==> src/rtl/csi2_tx_packetizer.sv <==
// csi2_tx_packetizer: 2-lane CSI-2 HS packet transmitter (LP entry, sync, header+ECC, payload, CRC, trail).
// Optional macro CSI_TX_CRC_EN enables the payload CRC-16; when undefined the CRC slot carries 0x0000.
module csi2_tx_packetizer #(
    parameter int T_LPX      = 2,
    parameter int T_HS_ZERO  = 6,
    parameter int T_HS_TRAIL = 4,
    parameter int T_LP_GAP   = 8
) (
    input  logic        mipi_clk_8,
    input  logic        reset,
    input  logic        cmd_valid,
    output logic        cmd_ready,
    input  logic [5:0]  cmd_dt,
    input  logic [1:0]  cmd_vc,
    input  logic [15:0] cmd_wc,
    input  logic [15:0] pix_data,
    input  logic        pix_valid,
    output logic        pix_ready,
    output logic [7:0]  lane0_byte,
    output logic [7:0]  lane1_byte,
    output logic        hs_en,
    output logic [1:0]  lane0_lp,
    output logic [1:0]  lane1_lp,
    output logic        busy,
    output logic        cmd_err,
    output logic        underrun
);

    typedef enum logic [3:0] {
        S_IDLE, S_LP01, S_LP00, S_HS_ZERO, S_SYNC, S_HDR0,
        S_HDR1, S_PAYLOAD, S_CRC, S_TRAIL, S_GAP
    } state_t;

    localparam logic [15:0] LPX_M1   = 16'(T_LPX - 1);
    localparam logic [15:0] HSZ_M1   = 16'(T_HS_ZERO - 1);
    localparam logic [15:0] TRAIL_M1 = 16'(T_HS_TRAIL - 1);
    localparam logic [15:0] GAP_M1   = 16'(T_LP_GAP - 1);

    state_t      state_q, state_d;
    logic [15:0] cnt_q, cnt_d;
    logic        armed_q, armed_d;
    logic        cmd_err_q, cmd_err_d;
    logic        underrun_q, underrun_d;
    logic [5:0]  dt_q, dt_d;
    logic [1:0]  vc_q, vc_d;
    logic [15:0] wc_q, wc_d;
    logic        long_q, long_d;
    logic [7:0]  lane0_q, lane0_d;
    logic [7:0]  lane1_q, lane1_d;
    logic        hs_en_q, hs_en_d;
    logic [1:0]  lp_q, lp_d;

    logic        cmd_long, cmd_bad, accept, take;
    logic [7:0]  pay0, pay1;
    logic [15:0] crc_val;

    function automatic logic [5:0] hdr_ecc(input logic [23:0] d);
        logic [5:0] p;
        p[0] = d[0]^d[1]^d[2]^d[4]^d[5]^d[7]^d[10]^d[11]^d[13]^d[16]^d[20]^d[21]^d[22]^d[23];
        p[1] = d[0]^d[1]^d[3]^d[4]^d[6]^d[8]^d[10]^d[12]^d[14]^d[17]^d[20]^d[21]^d[22]^d[23];
        p[2] = d[0]^d[2]^d[3]^d[5]^d[6]^d[9]^d[11]^d[12]^d[15]^d[18]^d[20]^d[21]^d[22];
        p[3] = d[1]^d[2]^d[3]^d[7]^d[8]^d[9]^d[13]^d[14]^d[15]^d[19]^d[20]^d[21]^d[23];
        p[4] = d[4]^d[5]^d[6]^d[7]^d[8]^d[9]^d[16]^d[17]^d[18]^d[19]^d[20]^d[22]^d[23];
        p[5] = d[10]^d[11]^d[12]^d[13]^d[14]^d[15]^d[16]^d[17]^d[18]^d[19]^d[21]^d[22]^d[23];
        return p;
    endfunction

    assign cmd_long  = (cmd_dt[5:4] != 2'b00);
    assign cmd_bad   = cmd_long & cmd_wc[0];
    assign cmd_ready = (state_q == S_IDLE) & armed_q;
    assign accept    = cmd_valid & cmd_ready;
    assign take      = accept & ~cmd_bad;
    assign pix_ready = (state_q == S_PAYLOAD);
    assign busy      = (state_q != S_IDLE);
    // A missing word still occupies its HS slot, sent as zeros.
    assign pay0      = pix_valid ? pix_data[7:0]  : 8'h00;
    assign pay1      = pix_valid ? pix_data[15:8] : 8'h00;

`ifdef CSI_TX_CRC_EN
    logic [15:0] crc_q, crc_d;

    function automatic logic [15:0] crc16_byte(input logic [15:0] c, input logic [7:0] b);
        logic [15:0] r;
        logic        fb;
        r = c;
        for (int i = 0; i < 8; i++) begin
            fb = r[0] ^ b[i];
            r  = {1'b0, r[15:1]} ^ (fb ? 16'h8408 : 16'h0000);
        end
        return r;
    endfunction

    always_comb begin
        crc_d = crc_q;
        if (take) begin
            crc_d = 16'hFFFF;
        end else if (pix_ready) begin
            crc_d = crc16_byte(crc16_byte(crc_q, pay0), pay1);
        end
    end

    always_ff @(posedge mipi_clk_8) begin
        crc_q <= crc_d;
    end

    assign crc_val = crc_q;
`else
    assign crc_val = 16'h0000;
`endif

    always_comb begin
        state_d    = state_q;
        cnt_d      = (cnt_q != 16'd0) ? cnt_q - 16'd1 : 16'd0;
        armed_d    = (state_q == S_IDLE) & ~take;
        cmd_err_d  = accept & cmd_bad;
        underrun_d = underrun_q;
        dt_d       = dt_q;
        vc_d       = vc_q;
        wc_d       = wc_q;
        long_d     = long_q;
        if (take) begin
            dt_d       = cmd_dt;
            vc_d       = cmd_vc;
            wc_d       = cmd_wc;
            long_d     = cmd_long;
            underrun_d = 1'b0;
        end
        if (pix_ready & ~pix_valid) begin
            underrun_d = 1'b1;
        end
        case (state_q)
            S_IDLE: begin
                if (take) begin
                    state_d = S_LP01;
                    cnt_d   = LPX_M1;
                end
            end
            S_LP01: begin
                if (cnt_q == 16'd0) begin
                    state_d = S_LP00;
                    cnt_d   = LPX_M1;
                end
            end
            S_LP00: begin
                if (cnt_q == 16'd0) begin
                    state_d = S_HS_ZERO;
                    cnt_d   = HSZ_M1;
                end
            end
            S_HS_ZERO: begin
                if (cnt_q == 16'd0) state_d = S_SYNC;
            end
            S_SYNC: state_d = S_HDR0;
            S_HDR0: state_d = S_HDR1;
            S_HDR1: begin
                if (!long_q) begin
                    state_d = S_TRAIL;
                    cnt_d   = TRAIL_M1;
                end else if (wc_q == 16'd0) begin
                    state_d = S_CRC;
                end else begin
                    state_d = S_PAYLOAD;
                    cnt_d   = {1'b0, wc_q[15:1]} - 16'd1;
                end
            end
            S_PAYLOAD: begin
                if (cnt_q == 16'd0) state_d = S_CRC;
            end
            S_CRC: begin
                state_d = S_TRAIL;
                cnt_d   = TRAIL_M1;
            end
            S_TRAIL: begin
                if (cnt_q == 16'd0) begin
                    state_d = S_GAP;
                    cnt_d   = GAP_M1;
                end
            end
            S_GAP: begin
                if (cnt_q == 16'd0) state_d = S_IDLE;
            end
            default: state_d = S_IDLE;
        endcase
    end

    // Line outputs are registered: what a state emits reaches the pins one cycle later.
    always_comb begin
        lane0_d = 8'h00;
        lane1_d = 8'h00;
        hs_en_d = 1'b0;
        lp_d    = 2'b11;
        case (state_q)
            S_LP01: lp_d = 2'b01;
            S_LP00: lp_d = 2'b00;
            S_HS_ZERO: begin
                hs_en_d = 1'b1;
                lp_d    = 2'b00;
            end
            S_SYNC: begin
                hs_en_d = 1'b1;
                lp_d    = 2'b00;
                lane0_d = 8'hB8;
                lane1_d = 8'hB8;
            end
            S_HDR0: begin
                hs_en_d = 1'b1;
                lp_d    = 2'b00;
                lane0_d = {vc_q, dt_q};
                lane1_d = wc_q[7:0];
            end
            S_HDR1: begin
                hs_en_d = 1'b1;
                lp_d    = 2'b00;
                lane0_d = wc_q[15:8];
                lane1_d = {2'b00, hdr_ecc({wc_q, vc_q, dt_q})};
            end
            S_PAYLOAD: begin
                hs_en_d = 1'b1;
                lp_d    = 2'b00;
                lane0_d = pay0;
                lane1_d = pay1;
            end
            S_CRC: begin
                hs_en_d = 1'b1;
                lp_d    = 2'b00;
                lane0_d = crc_val[7:0];
                lane1_d = crc_val[15:8];
            end
            S_TRAIL: begin
                // First trail cycle inverts the last data bit; later cycles hold it.
                hs_en_d = 1'b1;
                lp_d    = 2'b00;
                lane0_d = (cnt_q == TRAIL_M1) ? {8{~lane0_q[7]}} : lane0_q;
                lane1_d = (cnt_q == TRAIL_M1) ? {8{~lane1_q[7]}} : lane1_q;
            end
            default: ;
        endcase
    end

    always_ff @(posedge mipi_clk_8 or negedge reset) begin
        if (!reset) begin
            state_q    <= S_IDLE;
            cnt_q      <= 16'd0;
            armed_q    <= 1'b0;
            cmd_err_q  <= 1'b0;
            underrun_q <= 1'b0;
            lane0_q    <= 8'h00;
            lane1_q    <= 8'h00;
            hs_en_q    <= 1'b0;
            lp_q       <= 2'b11;
        end else begin
            state_q    <= state_d;
            cnt_q      <= cnt_d;
            armed_q    <= armed_d;
            cmd_err_q  <= cmd_err_d;
            underrun_q <= underrun_d;
            lane0_q    <= lane0_d;
            lane1_q    <= lane1_d;
            hs_en_q    <= hs_en_d;
            lp_q       <= lp_d;
        end
    end

    always_ff @(posedge mipi_clk_8) begin
        dt_q   <= dt_d;
        vc_q   <= vc_d;
        wc_q   <= wc_d;
        long_q <= long_d;
    end

    assign lane0_byte = lane0_q;
    assign lane1_byte = lane1_q;
    assign hs_en      = hs_en_q;
    assign lane0_lp   = lp_q;
    assign lane1_lp   = lp_q;
    assign cmd_err    = cmd_err_q;
    assign underrun   = underrun_q;

endmodule

==> config.mk <==
export PLATFORM = sky130hd
export DESIGN_NAME = csi2_tx_packetizer
export DESIGN_NICKNAME = d
export VERILOG_FILES = /design/src/rtl/csi2_tx_packetizer.sv
export SDC_FILE = /design/constraint.sdc
export NUM_CORES = 1
export LEC_CHECK = 0
export ABC_AREA = 1
export CORE_UTILIZATION = 40
export CTS_CLUSTER_DIAMETER = 60
export DETAILED_ROUTE_END_ITERATION = 6
export MAX_ROUTING_LAYER = met4
export PLACE_DENSITY = 0.62
export SETUP_SLACK_MARGIN = 0.2
export SYNTH_ARGS = -nofsm -noshare
export SYNTH_HDL_FRONTEND = slang
export SYNTH_SLANG_ARGS = --single-unit
==> constraint.sdc <==
create_clock -name mipi_clk_8 -period 3.95 [get_ports mipi_clk_8]
set_clock_uncertainty 0.15 [all_clocks]
set_input_delay 0.395 -clock mipi_clk_8 [delete_from_list [all_inputs] [get_ports mipi_clk_8]]
set_output_delay 0.395 -clock mipi_clk_8 [all_outputs]
set_load 0.01 [all_outputs]
==> run summary <==
## Run status
• finished with violations — run status
• DRC — failing checks

## Finish
• 1137 — number of fill cells in the layout
• 860 — Layout Cells excl Fill
• 202 x sky130_fd_sc_hd__nand2_1, 68 x sky130_fd_sc_hd__clkdlybuf4s50_1, 67 x sky130_fd_sc_hd__inv_1 — leading cell types in the layout, fill and taps excluded
• sky130_fd_sc_hd__nand2_1 — leading cell type in the layout, fill and taps excluded
• 20.7% — area growth from synthesis to layout
• 10.6% — fraction of final layout cells with drive strength greater than 1
• 0 — Antenna diodes
• 762 — nets

## Power
• 316 uW — switching power summed over all nets
• 45.2% — power share of the clock group
• 261 nW/um^2 — PwrDens
• 6.3% — part of the total power dissipated in combinational logic
• 0.240 mV — VDD IR-drop max
• 1.20 mW — Pint
• 48.4% — sequential fraction of design power
• 2.66 nW — leakage power
• 20.8% — switching portion of total power

## Route
• 0 — count of nets left with antenna violations after detail routing
• 240 — initial DRC count
• 4375 — total number of vias
• 6.19 mm — met2 wirelength from detailed routing
• 12.9 mm — Detailed Route WL
• met4 — uppermost layer routed
• 15.0 um — wire per inst
• 5.78 mm — sum of routed wire segments on met1
• 656 um — wire length on met3
• 1 — DRC
• 7 — Pre-Repair DR Iteration Count
• 5.09 — average vias per placed instance

## Worst setup path
• output port — critical path capture point type
• reg2out — start-to-end type of the worst setup path
• 1.88 ns — arrival time at the worst endpoint
• sky130_fd_sc_hd__clkdlybuf4s50_1 — slowest CP cell
• 4 — largest fanout on the critical path
• inv_2 -> nand2_2 -> nor2_4 -> inv_1 -> nor2_1 -> clkdlybuf4s50_1 — CP cell instances
• 3 — number of buffers and inverters on the critical path
• 3.40 ns — worst path required time
• 0.54 ns — slowest stage delay, CP
• flop — kind of launch point of the worst setup path
• buffers and inverters — cell family with most CP delay

## STA
• 0 ns — post-route setup TNS
• 0 — Final Hold Violating Endpoints
• 0.985 ns — transition time at the pin with the least slew margin
• 2.43 ns — minimum clock period
• 61.5% — post-route fraction of the period consumed by the critical path
• false — unrepaired setup endpoints after global routing
• 34.3% — Max-Slew Margin vs Limit
• 0 — number of failing setup endpoints in the final timing report
• 0 — number of pins exceeding their max-slew limit in the final report
• 412 MHz — Max Freq

## Placement
• 0.922 — GPL Wtd Cong
• 844 — Placed Cells
• 69 — number of port buffers
• 10.3 mm — Final HPWL DP

## Floorplanning
• 12500 um^2 — area enclosed by the die boundary
• 11600 um^2 — standard cell core area
• 112 um — Vert. Die Dim
• 70 — total I/O pin count
• 39 — number of placement rows
• 41.6% — initial core utilization
• 112 um — die span in x

## Run
• 0 — Max-Cap Viols

## CTS
• built — CTS tree
• 67 — clock sink count
• 0.34 ns — worst skew pair latency
• 0 — CTS hold repair buffers
• 0.05 ns — clock transition at the register clock pins on the worst setup and hold paths after CTS
• 0 — post_cts resized
• 2 — maximum number of buffers from clock root to sink
• 0 — number of setup buffers added after CTS
• 3 — deepest level of the CTS H-tree
• 9 — CTS buffer count
• sky130_fd_sc_hd__clkbuf_16 — Root Buffer Master

## GRT
• 0 — aggregate global routing overflow
• 4407 — via count of the first global-routing pass
• 21.6 mm — first-pass GRT wire length
• 23.2% — Global Route Usage Sum
• 0 — initial antenna violation count
• 43 — maximum number of pins on one net before global-route repair

## Synth
• sky130_fd_sc_hd__dfrtp_1 — primary flip-flop cell chosen by synthesis mapping
• 4840 um^2 — post-synth design cell area
• 62.7% — post-synthesis async set-or-reset flop share
• 67 — number of synthesized register bits
• 0 — count of yosys warnings during synthesis
• 7.46 um^2 — average cell area after synthesis
• 648 — number of instances in the synthesized netlist
• 25 — number of enable flip-flop cells after synthesis
• 37.3% — share of the yosys chip area belonging to registers
• 698 — number of nets in the synthesized netlist
• 43 — Synth cell types

## Worst hold path
• in2async — path class of the lowest-slack min-delay path

## final timing paths
kind / slack [ns] / cells after the start / start / to
setup / recovery: 1.52 / 6 / state_q[3] / cmd_ready
hold / removal: 0.07 / 1 / reset / hs_en
setup reg to reg: 1.66 / 7 / wc_q[2] / cnt_q[7]
hold reg to reg: 0.32 / 2 / lane0_byte[2] / lane0_byte[2]
max in group asynchronous: 2.96 / 1 / reset / lane1_byte[2]
min in group mipi_clk_8: 0.32 / 2 / lane0_byte[2] / lane0_byte[2]
## power by group through the flow
stage | logic (mW) | clock network (mW) | registers [mW]
floorplan | 0.0182 | 0 | 0.752
global placement | 0.0976 | 0 | 0.749
detailed placement | 0.0979 | 0 | 0.749
CTS | 0.0981 | 0.710 | 0.736
global route | 0.106 | 0.745 | 0.737
finish | 0.0962 | 0.688 | 0.736
## per-stage QoR
| step | hold slack, ns | util, % | worst slack (ns) | area, um^2 | power (mW) |
|---|---|---|---|---|---|
| CTS | 0.0969 | 50.2 | 1.51 | 5840 | 1.54 |
| global route | 0.162 | 50.2 | 1.37 | 5840 | 1.59 |
| floorplan | -0.0506 | - | 1.88 | 4840 | 0.771 |
| global placement | 0.311 | 48.1 | 1.41 | 5580 | 0.846 |
| finish | 0.0716 | 50.2 | 1.52 | 5840 | 1.52 |
| detailed placement | 0.316 | 48.1 | 1.37 | 5580 | 0.847 |
## area by class of cell
type / count / area (um^2) / share of cell area, %
Clock buffer: 11 / 233 / 3.99
Clock inverter: 5 / 20.0 / 0.343
Inverter: 82 / 308 / 5.27
Multi-Input combinational cell: 482 / 2600 / 44.5
Sequential cell: 67 / 1800 / 30.9
Tap cell: 143 / 179 / 3.07
Timing Repair Buffer: 70 / 693 / 11.9
## per-layer routing
metal  track usage [%]  vias to the layer above
met5                 -                        -
li1                  -                     2214
met1              28.6                     2023
met2              36.4                      117
met4              10.0                        0
met3              5.39                       21
## sequential cells by signal, indices dropped and copies added, names as in the netlist
name and cells:
armed_q 1, cmd_err 1, cnt_q 16, dt_q 6, hs_en 1, lane0_byte 8, lane0_lp 2, lane1_byte 8
long_q 1, state_q 4, underrun 1, vc_q 2, wc_q 16
## kinds of logic (layout without fill, tap and decap cells)
logic type | Yosys count | after routing | synth area share, %
and+or+nand+nor | 349 | 349 | 33.2
buffers and inverters | 99 | 168 | 8.95
AOI/OAI and AO/OA | 76 | 76 | 9.70
DFF | 67 | 67 | 37.3
xor gates and xnor gates | 51 | 51 | 9.24
adders and majority gates | 6 | 6 | 1.55
## cells in the mapped netlist (7+ instances only)
| library cell | instances | area (um^2) |
|---|---|---|
| sky130_fd_sc_hd__o21ai_0 | 32 | 160 |
| sky130_fd_sc_hd__o21ai_1 | 9 | 45.0 |
| sky130_fd_sc_hd__xor2_1 | 31 | 272 |
| sky130_fd_sc_hd__dfrtp_1 | 40 | 1000 |
| sky130_fd_sc_hd__nor2_2 | 11 | 68.8 |
| sky130_fd_sc_hd__xnor2_1 | 20 | 175 |
| sky130_fd_sc_hd__nor2_1 | 48 | 180 |
| sky130_fd_sc_hd__edfxtp_1 | 25 | 751 |
| sky130_fd_sc_hd__nand2_2 | 12 | 75.1 |
| sky130_fd_sc_hd__o211ai_1 | 7 | 52.6 |
| sky130_fd_sc_hd__nand2_1 | 202 | 758 |
| sky130_fd_sc_hd__nand3_1 | 37 | 185 |
| sky130_fd_sc_hd__inv_2 | 14 | 52.6 |
| sky130_fd_sc_hd__inv_1 | 67 | 251 |
| sky130_fd_sc_hd__nand4_1 | 9 | 56.3 |
Power figures use the tool's default switching activity.
